--- config.mk ---
export PLATFORM = sky130hd
export DESIGN_NAME = jpeg_out_stream_flat
export DESIGN_NICKNAME = d
export VERILOG_FILES = /design/src/rtl/jpeg_out_stream_if.sv /design/src/rtl/jpeg_out_stream.sv /design/src/flat_wrapper.sv
export SDC_FILE = /design/constraint.sdc
export NUM_CORES = 1
export LEC_CHECK = 0
export CAP_MARGIN = 10
export CORE_MARGIN = 2
export CORE_UTILIZATION = 44
export DETAILED_ROUTE_END_ITERATION = 8
export GPL_TIMING_DRIVEN = 0
export PLACE_DENSITY = 0.7
export SLEW_MARGIN = 0
export SYNTH_ARGS = -nofsm -noshare
export SYNTH_HDL_FRONTEND = slang
export SYNTH_SLANG_ARGS = --single-unit
--- constraint.sdc ---
create_clock -name clock -period 4.2 [get_ports clock]
set_input_delay 0.84 -clock clock [delete_from_list [all_inputs] [get_ports clock]]
set_output_delay 0.84 -clock clock [all_outputs]
set_load 0.05 [all_outputs]
--- src/rtl/jpeg_out_stream_if.sv ---
// Core data-bus window plus byte-stream valid/ready bundle for jpeg_out_stream.
// master = core/SoC/sink side, slave = the output stage itself.
interface jpeg_out_stream_if #(
    parameter int WIDTH = 32
);
    logic [WIDTH-1:0] address;
    logic [WIDTH-1:0] wdata;
    logic             enw;
    logic [WIDTH-1:0] rdata;
    logic             hit;
    logic [7:0]       out_data;
    logic             out_valid;
    logic             out_ready;

    modport master (
        output address, wdata, enw, out_ready,
        input  rdata, hit, out_data, out_valid
    );

    modport slave (
        input  address, wdata, enw, out_ready,
        output rdata, hit, out_data, out_valid
    );
endinterface

--- src/rtl/jpeg_out_stream.sv ---
// Memory-mapped byte FIFO that streams core stores to a valid/ready sink,
// optionally inserting a 0x00 after every 0xFF (JPEG byte stuffing).
module jpeg_out_stream #(
    parameter int               WIDTH    = 32,
    parameter int               DEPTH    = 16,
    parameter logic [WIDTH-1:0] BASEADDR = 32'h0000_2000
) (
    input logic         clock,
    input logic         reset,
    jpeg_out_stream_if.slave bus
);
    localparam int PTR_W = $clog2(DEPTH);
    localparam int CNT_W = PTR_W + 1;

    typedef enum logic [0:0] {ST_DATA = 1'b0, ST_STUFF = 1'b1} state_t;

    logic [7:0]       data_mem [DEPTH];
    logic             tag_mem  [DEPTH];

    logic [PTR_W-1:0] wr_ptr_reg;
    logic [PTR_W-1:0] rd_ptr_reg;
    logic [CNT_W-1:0] count_reg;
    logic [CNT_W-1:0] count_next;
    logic             overflow_reg;
    logic             stuff_en_reg;
    state_t           state_reg;
    state_t           state_next;

    logic             hit;
    logic [1:0]       offset;
    logic             empty;
    logic             full;
    logic             busy;
    logic             push_req;
    logic             push;
    logic             drop;
    logic             ctrl_wr;
    logic             pop;
    logic [7:0]       head_byte;
    logic             head_tag;
    logic             out_valid;
    logic [7:0]       out_data;
    logic [15:0]      status_word;
    logic [WIDTH-1:0] rdata_word;
    logic             unused_bits;

    assign hit      = (bus.address[WIDTH-1:4] == BASEADDR[WIDTH-1:4]);
    assign offset   = bus.address[3:2];
    assign empty    = (count_reg == '0);
    assign full     = (count_reg == CNT_W'(DEPTH));
    assign busy     = !empty || (state_reg == ST_STUFF);
    assign push_req = bus.enw && hit && (offset == 2'd0);
    // Fullness is judged at cycle start, so a same-cycle pop never rescues a push.
    assign push     = push_req && !full;
    assign drop     = push_req && full;
    assign ctrl_wr  = bus.enw && hit && (offset == 2'd2);

    assign head_byte   = data_mem[rd_ptr_reg];
    assign head_tag    = tag_mem[rd_ptr_reg];
    assign unused_bits = ^bus.address[1:0];

    always_ff @(posedge clock) begin
        if (push) begin
            data_mem[wr_ptr_reg] <= bus.wdata[7:0];
            tag_mem[wr_ptr_reg]  <= stuff_en_reg;
        end
    end

    always_comb begin
        count_next = count_reg;
        if (push && !pop) begin
            count_next = count_reg + CNT_W'(1);
        end else if (!push && pop) begin
            count_next = count_reg - CNT_W'(1);
        end
    end

    always_ff @(posedge clock) begin
        if (reset) begin
            wr_ptr_reg   <= '0;
            rd_ptr_reg   <= '0;
            count_reg    <= '0;
            overflow_reg <= 1'b0;
            stuff_en_reg <= 1'b0;
        end else begin
            if (push) wr_ptr_reg <= wr_ptr_reg + PTR_W'(1);
            if (pop)  rd_ptr_reg <= rd_ptr_reg + PTR_W'(1);
            count_reg <= count_next;
            if (ctrl_wr) stuff_en_reg <= bus.wdata[0];
            if (drop) begin
                overflow_reg <= 1'b1;
            end else if (ctrl_wr && bus.wdata[1]) begin
                overflow_reg <= 1'b0;
            end
        end
    end

    always_ff @(posedge clock) begin
        if (reset) begin
            state_reg <= ST_DATA;
        end else begin
            state_reg <= state_next;
        end
    end

    always_comb begin
        state_next = state_reg;
        case (state_reg)
            ST_DATA:  if (pop && head_byte == 8'hFF && head_tag) state_next = ST_STUFF;
            ST_STUFF: if (bus.out_ready) state_next = ST_DATA;
            default:  state_next = ST_DATA;
        endcase
    end

    // The FIFO head stays put while the stuffing zero is on the bus.
    always_comb begin
        out_valid = 1'b0;
        out_data  = 8'h00;
        pop       = 1'b0;
        case (state_reg)
            ST_DATA: begin
                out_valid = !empty;
                out_data  = empty ? 8'h00 : head_byte;
                pop       = !empty && bus.out_ready;
            end
            ST_STUFF: begin
                out_valid = 1'b1;
                out_data  = 8'h00;
            end
            default: ;
        endcase
    end

    assign status_word = {8'(count_reg), 4'b0000, busy, overflow_reg, full, empty};

    always_comb begin
        rdata_word = '0;
        if (hit) begin
            case (offset)
                2'd1:    rdata_word = WIDTH'(status_word);
                2'd2:    rdata_word = WIDTH'(stuff_en_reg);
                default: rdata_word = '0;
            endcase
        end
    end

    assign bus.rdata     = rdata_word;
    assign bus.hit       = hit;
    assign bus.out_valid = out_valid;
    assign bus.out_data  = out_data;
endmodule

--- src/flat_wrapper.sv ---
// flat-port wrapper written by rule: the top's interface ports become plain ports
module jpeg_out_stream_flat 
#(
    parameter int               WIDTH    = 32,
    parameter int               DEPTH    = 16,
    parameter logic [WIDTH-1:0] BASEADDR = 32'h0000_2000
)
  (clock, reset, bus_address, bus_wdata, bus_enw, bus_out_ready, bus_rdata, bus_hit, bus_out_data, bus_out_valid);
  jpeg_out_stream_if #(.WIDTH(WIDTH)) bus_i ();
  input logic clock;
  input logic reset;
  input wire logic [$bits(bus_i.address)-1:0] bus_address;
  input wire logic [$bits(bus_i.wdata)-1:0] bus_wdata;
  input wire logic [$bits(bus_i.enw)-1:0] bus_enw;
  input wire logic [$bits(bus_i.out_ready)-1:0] bus_out_ready;
  output wire logic [$bits(bus_i.rdata)-1:0] bus_rdata;
  output wire logic [$bits(bus_i.hit)-1:0] bus_hit;
  output wire logic [$bits(bus_i.out_data)-1:0] bus_out_data;
  output wire logic [$bits(bus_i.out_valid)-1:0] bus_out_valid;
  assign bus_i.address = bus_address;
  assign bus_i.wdata = bus_wdata;
  assign bus_i.enw = bus_enw;
  assign bus_i.out_ready = bus_out_ready;
  assign bus_rdata = bus_i.rdata;
  assign bus_hit = bus_i.hit;
  assign bus_out_data = bus_i.out_data;
  assign bus_out_valid = bus_i.out_valid;
  jpeg_out_stream #(.WIDTH(WIDTH), .DEPTH(DEPTH), .BASEADDR(BASEADDR)) u_core (.clock(clock), .reset(reset), .bus(bus_i));
endmodule
Word-level counts from Yosys, hierarchy flattened
Memories as Yosys holds them, arrays and structs flattened. A register that Yosys moved wholly into a read port is not among the register bits.
Index checks and enable logic that the tools add are counted.
W data, S select, Z words.
{"block": "totals", "word_cells": 57, "reg_bits": 16, "out_inout_bits": 42, "n_memories": 2, "ram_bits": 144, "inputBits": 68, "latchBits": 0, "mem_bits_ro": 0}
{"block": "classes", "reduce_logical": 20, "order_cmp": 0, "div": 0, "n_addsub": 4, "muxes": 19, "n_eq_ne": 5, "n_mul": 0, "bitwise": 1, "shift": 0}
{"memory": "u_core.data_mem", "depth": 16, "width": 8, "rd": 1, "rd_clocked_by_memory_dff": 1, "write_ports": 1, "line_no": "jpeg_out_stream.sv:17", "source": "logic [7:0] data_mem [DEPTH];"}
{"memory": "u_core.tag_mem", "depth": 16, "width": 1, "rd": 1, "rd_clocked_by_memory_dff": 1, "write_ports": 1, "line_no": "jpeg_out_stream.sv:18", "source": "logic tag_mem [DEPTH];"}
{"operator": "$mux W32", "count": 1}
{"operator": "$eq A28 B10 Y1 const B", "count": 1}
{"operator": "$pmux W13 S2", "count": 1}
{"operator": "$mux W4", "count": 4}
{"operator": "$pmux W8 S2", "count": 1}
{"operator": "$logic_and A1 B1 Y1", "count": 11}
{"operator": "$mux W5", "count": 2}
{"operator": "$add A4 B1 Y4 const B", "count": 2}
{"operator": "$eq A8 B8 Y1 const B", "count": 1}
{"operator": "$mux W8", "count": 1}
{"operator": "$mux W1", "count": 7}
{"operator": "$add A5 B1 Y5 const B", "count": 1}
{"operator": "$eq A5 B5 Y1 const B", "count": 1}
{"operator": "$logic_not A5 Y1", "count": 1}
{"operator": "$sub A5 B1 Y5 const B", "count": 1}
{"operator": "$logic_not A1 Y1", "count": 4}
{"operator": "$pmux W1 S2", "count": 2}
{"operator": "$reduce_bool A2 Y1", "count": 2}
{"operator": "$eq A2 B1 Y1 const B", "count": 1}
{"operator": "$eq A2 B2 Y1 const B", "count": 1}
{"operator": "$logic_not A2 Y1", "count": 1}
{"operator": "$logic_or A1 B1 Y1", "count": 1}
{"operator": "$not A1 Y1", "count": 1}

Longest topological paths before layout
{"block": "depth", "word_depth": 8, "depth_mapped": 13, "depth_no_buf": 13}

Worst setup path after synthesis
Ideal clock, no wire load.
{"block": "synth_path", "path_type": "input port to output port", "start": "input port bus_address[14]", "end": "output port bus_rdata[1]", "arrival_ns": 2.910, "required_time_ns": 3.360, "n_path_buf": 1, "path_stages": 6, "slack_ns": 0.450, "cell_sequence": "nor4_1 -> nand4_1 -> nor2_1 -> clkbuf_1 -> nand2_1 -> nor2_1"}
{"block": "synth_via", "elab_chain_len": 2}
{"item": "start, declared", "line_no": "flat_wrapper.sv:12", "source": "input wire logic [$bits(bus_i.address)-1:0] bus_address;"}
{"item": "$eq A28 B10 Y1", "line_no": "jpeg_out_stream.sv:47", "source": "assign hit = (bus.address[WIDTH-1:4] == BASEADDR[WIDTH-1:4]);"}
{"item": "named net bus_hit", "line_no": "flat_wrapper.sv:17", "source": "output wire logic [$bits(bus_i.hit)-1:0] bus_hit;"}
{"item": "$mux W32", "line_no": "jpeg_out_stream.sv:138", "source": "if (hit) begin"}
{"item": "end, declared", "line_no": "flat_wrapper.sv:16", "source": "output wire logic [$bits(bus_i.rdata)-1:0] bus_rdata;"}
The timed path passes the listed nets, and every way through them passes these cells.

Final worst setup path
{"block": "layout_path", "start": "input port bus_address[5]", "end": "output port bus_rdata[1]"}
{"block": "layout_via", "elab_chain_len": 2}
{"item": "$eq A28 B10 Y1", "line_no": "jpeg_out_stream.sv:47"}
{"item": "$mux W32", "line_no": "jpeg_out_stream.sv:138"}
No other way between the ends.

==> impl_metrics.json <==
{
  "synthFlopType": "edfxtp_1",
  "largest_reg_flops": 128,
  "grt_setup_unrepaired": "no",
  "outcome": "finished, final reports clean",
  "path_cells": "clkdlybuf4s50_1 -> nor4_1 -> nand4_1 -> nor2_1 -> clkbuf_1 -> nand2_1 -> nor2_1 -> dlygate4sd2_1",
  "period_share_pct": 94.8,
  "worst_slack_ns": 0.219,
  "first_iter_violations": 243,
  "hold_viol": 0,
  "period_minus_slack_ns": 3.98,
  "post_synth_num_cell_types": 36,
  "async_reset_ff_share_pct": 0,
  "synth_area_leaders": "edfxtp_1 (63%), mux4_2 (13%), dfxtp_1 (5.8%), buf_4 (2.5%), ha_1 (2.4%)",
  "htree_levels": 4,
  "detail_route.vias_per_cell": 5.28,
  "yosysMostFrequentCell": "edfxtp_1",
  "crit_top_cell": "nor2_1",
  "io_pins": 110,
  "post-route-util_pct": 55.5,
  "grt-ovfl-total": 0,
  "design_area_sq_um": 8460,
  "initial_core_util_pct": 45.2,
  "core_area_sq_um": 15300,
  "wirelength_um": 14900,
  "drc": 0,
  "fmax_ghz": 0.251,
  "die_h_um": 129,
  "crit_fanout": 10,
  "hold_buffers": 0,
  "synth_top_cell_area_share_pct": 62.7,
  "arrival_ns": 3.14,
  "grt_pass1_wl_um": 22600,
  "synth_edf_count": 144,
  "total_power_uw": 3350,
  "drtAntennaViolNets": 0,
  "dpl.hpwl_um": 9800,
  "antenna_found_initial": 0,
  "path_clk_slew_ns": 0.06,
  "ys_top_cells_by_count": "edfxtp_1 (144), mux4_2 (41), nor2_1 (38)",
  "fp.dieW_um": 129,
  "slowest_stage": "dlygate4sd2_1",
  "area_growth_pct": 22.6,
  "max_cap_viol_count": 0,
  "cp.required_ns": 3.36,
  "clkSinkCount": 164,
  "hp-class": "flip-flop to flip-flop",
  "vias": 3878,
  "crit_type": "primary input to primary output",
  "crit_path_end_kind": "primary output",
  "n_fill_cell": 1181,
  "final_net_count": 592,
  "syn_area_per_cell_sq_um": 17.0,
  "max_stage_delay_ns": 0.54,
  "report.final.slew_viol_count": 0,
  "multiInputGateArea_sq_um": 1980,
  "tritoncts": "done",
  "ff_latch_area_sq_um": 4720,
  "diodes": 0,
  "grt_max_degree": 19,
  "slew_headroom_pct": 16.9,
  "post_drt_wl_per_cell_um": 20.3,
  "start_kind": "primary input",
  "drive_gt1_share_pct": 21.2,
  "synth.largest_area_cell": "edfxtp_1",
  "postPlaceCellArea_sq_um": 7900,
  "fp.dieArea_sq_um": 16700,
  "netlist_area_sq_um": 6900,
  "fin_skew_ns": 0.00690,
  "setup_viol": 0,
  "ys_seq_area_share_pct": 68.5,
  "p_leak_uw": 0.00289,
  "worst_pin_slew_ns": 1.24,
  "yosys_warnings": 0,
  "gp_congestion": 0.785,
  "grt_pass1_vias": 3988,
  "ctsLongestPathBuffers": 2,
  "cts-buffers-inserted": 17,
  "insertion_delay_ns": 0.42,
  "first_pass_iters": 5,
  "synth-seq-cells": 164,
  "rows": 45,
  "root_buffer": "clkbuf_16",
  "p_per_area_nw_per_um2": 396,
  "syn-instance-count": 406,
  "dp_slack_ns": -0.126,
  "ir_drop_mv": 0.281,
  "track_usage_pct": 19.2,
  "port_buffers": 59
}
-- cells by family (layout without fill, tap and decap cells) --
family | count (synthesis) | count (layout) | synth area share [%]
other | 1 | 23 | 0.0543
muxes | 43 | 43 | 13.7
AOI/OAI and AO/OA | 17 | 17 | 1.52
and+or+nand+nor | 110 | 110 | 8.14
xor gates and xnor gates | 9 | 9 | 1.14
buffers and inverters | 48 | 143 | 4.37
DFF | 164 | 164 | 68.5
adders and majority gates | 14 | 14 | 2.65
-- report_power, final --
part / switching (uW) / internal (uW)
registers: 0.0000561 / 1770
logic: 76.5 / 50.5
clock network: 590 / 866
-- timing repair --
| item | 4_1_cts | 5_1_grt |
|---|---|---|
| gates resized for setup | 5 | 7 |
| setup buffers | 0 | 0 |
| endpoints found under the setup margin | 5 | 6 |
-- worst max-delay path, delay by kind of cell --
family	cells	cell delay, ns
buffers and inverters	3	1.27
and+or+nand+nor	5	1.02
-- metrics by stage --
stage	TNS, ns	cells	hold WS, ns
2_1_floorplan	0	428	0.438
3_3_place_gp	-11.83	698	0.467
3_5_place_dp	-0.227	702	0.488
4_1_cts	0	734	0.498
5_1_grt	0	734	0.532
6_report	0	734	0.495
-- layer usage --
metal	GRT usage, %	wire (um)	part of all wire (%)
met5	0	0	0
met4	8.38	366	2.5
met3	4.25	849	5.7
met2	31.4	7370	49
met1	24.8	6310	42
-- worst paths after layout --
path | startpoint | endpoint | slack (ns) | depth (start not counted)
max | bus_address[5] | bus_rdata[1] | 0.22 | 8
min reg2reg | u_core.state_reg$_SDFF_PP0_ | u_core.state_reg$_SDFF_PP0_ | 0.50 | 2
max reg2reg | u_core.count_reg[3]$_SDFFE_PP0P_ | u_core.count_reg[4]$_SDFFE_PP0P_ | 1.12 | 13
min | u_core.state_reg$_SDFF_PP0_ | u_core.state_reg$_SDFF_PP0_ | 0.50 | 2
-- layout make-up --
type                       count  area share (%)
buffer                        41            3.27
clock buffer                  21            5.20
clock inverter                11            1.32
inverter                       7           0.310
multi-input combinational    216            23.4
sequential                   164            55.8
tap                          211            3.12
timing repair buffer          63            7.58
-- layout by cell type, fill, tap and decap left out, drive strengths merged, types with 2 or more instances in the layout --
cell	instances
mux2i	2
dlygate4sd2	5
nand4	5
or3	2
edfxtp	144
nor3	4
nand2	17
and3	4
dlymetal6s2s	5
mux4	41
a21oi	7
nand2b	3
dfxtp	20
o21ai	2
bufinv	2
clkinv	6
nor4b	2
a22oi	6
xnor2	3
nor4	7
clkinvlp	3
nor2b	4
nand3	14
ha	13
clkdlybuf4s50	49
xor2	6
and2	8
conb	23
clkbuf	30
buf	36
inv	7
nor2	38
Note: power is estimated with default switching activity, not from simulation.
